<file path="config.mk">
export PLATFORM = sky130hd
export DESIGN_NAME = ghost_mover
export DESIGN_NICKNAME = d
export VERILOG_FILES = /design/src/rtl/ghost_mover.sv
export SDC_FILE = /design/constraint.sdc
export NUM_CORES = 1
export LEC_CHECK = 0
export ABC_AREA = 1
export ABC_CLOCK_PERIOD_IN_PS = 2700
export CAP_MARGIN = 20
export CORE_UTILIZATION = 55
export DETAILED_ROUTE_END_ITERATION = 8
export PLACE_DENSITY = 0.76
export SLEW_MARGIN = 0
export SYNTH_ARGS = -nofsm -noshare
export SYNTH_HDL_FRONTEND = slang
export SYNTH_SLANG_ARGS = --single-unit
</file>
<file path="constraint.sdc">
create_clock -name clk -period 2.7 [get_ports clk]
set_input_delay 0.54 -clock clk [delete_from_list [all_inputs] [get_ports clk]]
set_output_delay 0.54 -clock clk [all_outputs]
set_load 0.02 [all_outputs]
</file>
<file path="src/rtl/ghost_mover.sv">
// ghost_mover: steps a ghost across a grid once per STEP_PERIOD; define GHOST_MOVER_WRAP_EN to wrap edges instead of clamping
module ghost_mover #(
  parameter int GRID_W      = 16,
  parameter int GRID_H      = 12,
  parameter int X_BITS      = 4,
  parameter int Y_BITS      = 4,
  parameter int STEP_PERIOD = 25000000,
  parameter int CNT_BITS    = 25,
  parameter int START_X     = 0,
  parameter int START_Y     = 0
) (
  input  logic              clk,
  input  logic              reset,
  input  logic              enable,
  input  logic [2:0]        dir_in,
  output logic [X_BITS-1:0] pos_x,
  output logic [Y_BITS-1:0] pos_y,
  output logic [2:0]        heading,
  output logic              step_pulse,
  output logic              edge_hit
);
  localparam int XW = X_BITS + 1;
  localparam int YW = Y_BITS + 1;
  typedef enum logic [1:0] {S_IDLE, S_COUNT, S_STEP} state_t;
  state_t              state;
  logic [CNT_BITS-1:0] cnt;
  logic [XW-1:0]       nx;
  logic [YW-1:0]       ny;
  logic                x_inc, x_dec, y_inc, y_dec, x_lo, x_hi, y_lo, y_hi;
  logic [X_BITS-1:0]   x_nxt;
  logic [Y_BITS-1:0]   y_nxt;
  always_comb begin
    x_dec = dir_in <= 3'd2;
    x_inc = dir_in >= 3'd5;
    y_inc = dir_in == 3'd0 || dir_in == 3'd3 || dir_in == 3'd5;
    y_dec = dir_in == 3'd2 || dir_in == 3'd4 || dir_in == 3'd7;
    nx = {1'b0, pos_x} + (x_inc ? XW'(1) : x_dec ? {XW{1'b1}} : XW'(0));
    ny = {1'b0, pos_y} + (y_inc ? YW'(1) : y_dec ? {YW{1'b1}} : YW'(0));
    x_lo = x_dec && nx[X_BITS];
    x_hi = x_inc && nx == XW'(GRID_W);
    y_lo = y_dec && ny[Y_BITS];
    y_hi = y_inc && ny == YW'(GRID_H);
`ifdef GHOST_MOVER_WRAP_EN
    x_nxt = x_lo ? X_BITS'(GRID_W - 1) : x_hi ? '0 : nx[X_BITS-1:0];
    y_nxt = y_lo ? Y_BITS'(GRID_H - 1) : y_hi ? '0 : ny[Y_BITS-1:0];
`else
    x_nxt = (x_lo || x_hi) ? pos_x : nx[X_BITS-1:0];
    y_nxt = (y_lo || y_hi) ? pos_y : ny[Y_BITS-1:0];
`endif
  end
  always_ff @(posedge clk) begin
    if (reset) begin
      state      <= S_IDLE;
      cnt        <= '0;
      pos_x      <= X_BITS'(START_X);
      pos_y      <= Y_BITS'(START_Y);
      heading    <= 3'd6;
      step_pulse <= 1'b0;
      edge_hit   <= 1'b0;
    end else begin
      step_pulse <= 1'b0;
      edge_hit   <= 1'b0;
      case (state)
        S_IDLE: begin
          cnt <= '0;
          if (enable) state <= S_COUNT;
        end
        S_COUNT: begin
          if (!enable) begin
            state <= S_IDLE;
            cnt   <= '0;
          end else if (cnt == CNT_BITS'(STEP_PERIOD - 2)) begin
            state <= S_STEP;
            cnt   <= '0;
          end else begin
            cnt <= cnt + CNT_BITS'(1);
          end
        end
        S_STEP: begin
          heading    <= dir_in;
          pos_x      <= x_nxt;
          pos_y      <= y_nxt;
          step_pulse <= 1'b1;
          edge_hit   <= x_lo || x_hi || y_lo || y_hi;
          state      <= enable ? S_COUNT : S_IDLE;
        end
        default: state <= S_IDLE;
      endcase
    end
  end
endmodule

</file>
==> metrics.txt <==
status finished, final reports clean; critical path cell sequence dlygate4sd2_1 -> inv_2 -> nand2_2 -> nand3_2 -> nand2_2 -> inv_1 -> or2_2 -> ha_1 -> fa_2 -> inv_1 -> nand3_1 -> nor2_2 -> nand3_2 -> nand3_2 -> nand2_1 -> inv_1 -> nor2_1; number of H-tree levels 2; Antenna Cells 0; top cell type's share of synthesized area 0.3270; Hold Crit Depth 2; Leak 0.001233 uW; routed via count 2288; register bit total from synthesis 40; CP Capture Type flip-flop; delay-heaviest family, CP simple AND/OR/NAND/NOR gates; Crit path buffers/inverters 5; clock period minus worst slack 2.519 ns; Setup TNS Final 0 ns; RSZ-0062 raised after global routing no; Finished Cell Area 2924 sq um; Levels on crit path 17; worst skew pair latency 0.30 ns; IO Port Bufs 18; pin count of the biggest net entering global routing 16; Mapped Nets 370; Most used DFF post-synth dfxtp_1; Vias per Instance 5.153; num rows 23; achievable frequency 396.9 MHz; DP Area 2815 sq um; height of the die 68.73 microns; M1 GR Usage 0.2943; Post-Syn Area 2449 sq um; part of the cycle the worst path needs 0.9330; fillers 371; share of power burned in registers 0.494; worst-case clock buffer depth 2; Power Density 410.0 nW/um^2; launch point of the worst path dir_in[1]; NetSw 284.2 uW; number of synthesized flops with an enable pin 0; fin nets 408; Worst IR Drop VDD 0.0002286 V; crit-path max FO 5; post-route ant nets 0; WL per Instance 11.79 microns; clock root buffer clkbuf_8; hpwl dp 3874 microns; slew margin rel. 0.3953; combinational share of power 0.093; critical path's largest stage delay 0.53 ns; Distinct cells, synth 35; vias in the first global route 2002; Min-Delay Path Class flip-flop to flip-flop; Slew Limit Fails 0; Synth Area per Inst 6.897 sq um; first-pass GRT wire length 8583 microns; GRT overflow 0; Worst Skew 0.009461 ns; setup violators final 0; Crit Path Class primary input to flip-flop; hold_sp pos_y[3]; post-synthesis sequential area ratio 0.3270; io pins 19; CTS tree built; Post-synth top cells nand2_1, inv_1, dfxtp_1; Synth area leaders dfxtp_1, nand2_1, inv_1, nor2_1, a21oi_1; r2r startpoint cnt[13]; Worst path slowest cell fa_2; iteration count of the initial detailed-routing pass 4; area grow syn2layout 19.42%; critical path arrival 2.76 ns; total wire length 5236 microns; Tightest Pin Transition 0.9010 ns; R2R depth 7; met3 GRT Util 0.06250; Synth Instances 355; post-CTS setup repair buffer count 0; Die W 68.73 microns; core footprint 4144 sq um; grt peak-use layer met2; Iter 0 DRT Violations 148; switching part of the total 0.2370; Clock power frac 0.413; initial antenna violation count 0; DIE AREA 4723 sq um; startpoint types primary input; clock sinks 40; Internal 914.7 uW; drt drc 0; final hold viol count 0; met2 GRT Util 0.4179; CTS buffer count 5; starting density of the core 0.5909; max-cap violations 0; Synth area leader dfxtp_1; layout cells sized above 1 0.1802; RePlAce Congestion 0.8348; Total GRT Usage 0.2442; Crit path required time 2.94 ns; count leader, synth nand2_1; yosys warns 0; hold buffer count at CTS 0; FFs w/ async S/R, synth 0; Clock transition at path regs 0.08 ns
worst paths after layout:
path                            slack [ns]        to
worst max-delay path                  0.18  pos_y[1]
worst min-delay path                  0.47  pos_y[3]
worst max register to register        0.57   cnt[20]
worst min register to register        0.47  pos_y[3]
layer usage:
metal,vias up,wire length [microns]
li1,1208,-
met5,-,0
met1,1036,2460
met3,6,217
met2,38,2498
met4,0,59
layout make-up:
type | count | area (sq um) | area share
multi-input combinational | 258 | 1425 | 0.4874
timing repair buffer | 41 | 345.3 | 0.1181
clock buffer | 5 | 68.82 | 0.02353
inverter | 47 | 178.9 | 0.06119
sequential | 40 | 800.8 | 0.2739
tap | 50 | 62.56 | 0.02139
clock inverter | 3 | 42.54 | 0.01455
power groups by stage:
stage                     Combinational [uW]  Sequential [uW]  Clock [uW]
after CTS                                111              593         503
after floorplan                         61.1              606           0
after global placement                   110              607           0
after detailed placement                 113              607           0
after global routing                     123              593         528
final                                    111              593         495
layout by cell type (no fill, tap or decap), types with 2 or more instances in the layout:
| cell | netlist | final |
|---|---|---|
| ha_1 | 7 | 7 |
| clkbuf_8 | 0 | 5 |
| nand3b_1 | 2 | 2 |
| nand2_1 | 89 | 89 |
| inv_1 | 41 | 41 |
| nor3_1 | 6 | 6 |
| nand4_1 | 15 | 15 |
| or2_2 | 3 | 3 |
| dlygate4sd2_1 | 0 | 2 |
| clkdlybuf4s50_1 | 0 | 15 |
| inv_2 | 5 | 5 |
| o211ai_1 | 3 | 3 |
| a31oi_1 | 2 | 2 |
| nand2_2 | 9 | 9 |
| a21oi_1 | 22 | 22 |
| nand2_4 | 3 | 3 |
| buf_4 | 2 | 23 |
| nor2_1 | 36 | 35 |
| o21ai_0 | 3 | 3 |
| dfxtp_1 | 40 | 40 |
| xor2_1 | 12 | 12 |
| nor4_1 | 3 | 3 |
| nand3_2 | 6 | 6 |
| nand3_1 | 18 | 18 |
| nor2_4 | 2 | 2 |
| xnor2_1 | 3 | 3 |
| nor2_2 | 5 | 6 |
metrics by stage:
step / worst slack (ns) / total power, uW / util / hold WS (ns) / cells
2_1_floorplan: 0.1316 / 667.6 / - / 0.4584 / 355
3_3_place_gp: -0.3733 / 716.4 / 0.6793 / 0.4611 / 436
3_5_place_dp: -0.4863 / 719.5 / 0.6793 / 0.4562 / 436
4_1_cts: 0.1152 / 1207 / 0.7053 / 0.4744 / 444
5_1_grt: 0.02273 / 1245 / 0.7056 / 0.5039 / 444
6_report: 0.1808 / 1199 / 0.7056 / 0.4747 / 444
cells by family (layout without fill, tap and decap cells):
logic type,Yosys count,in the layout,share of synthesized area
and+or+nand+nor,201,201,0.4001
buffers and inverters,57,96,0.09300
DFF,40,40,0.3270
AOI/OAI and AO/OA,33,33,0.07409
xor gates and xnor gates,15,15,0.05366
adders and majority gates,9,9,0.05212
registers in the layout, summed over array words and instances (netlist names):
signal	cells
cnt	25
edge_hit	1
heading	3
pos_x	4
pos_y	4
state	2
step_pulse	1
what timing repair did:
action | 4_1_cts | 5_1_grt
pin swaps | 3 | 2
gates cloned | 0 | 0
gates resized for setup | 3 | 4
endpoints found under the setup margin | 5 | 4
worst register-to-register path, cell delays in order, from the launching register on:
cell,delay [ns]
dfxtp_1,0.42
nand2_1,0.16
nor3b_1,0.24
nand3_1,0.12
nor2_1,0.12
nor2_1,0.11
o21ai_1,0.72
nor2_1,0.10
(Power assumes the default switching activity.)
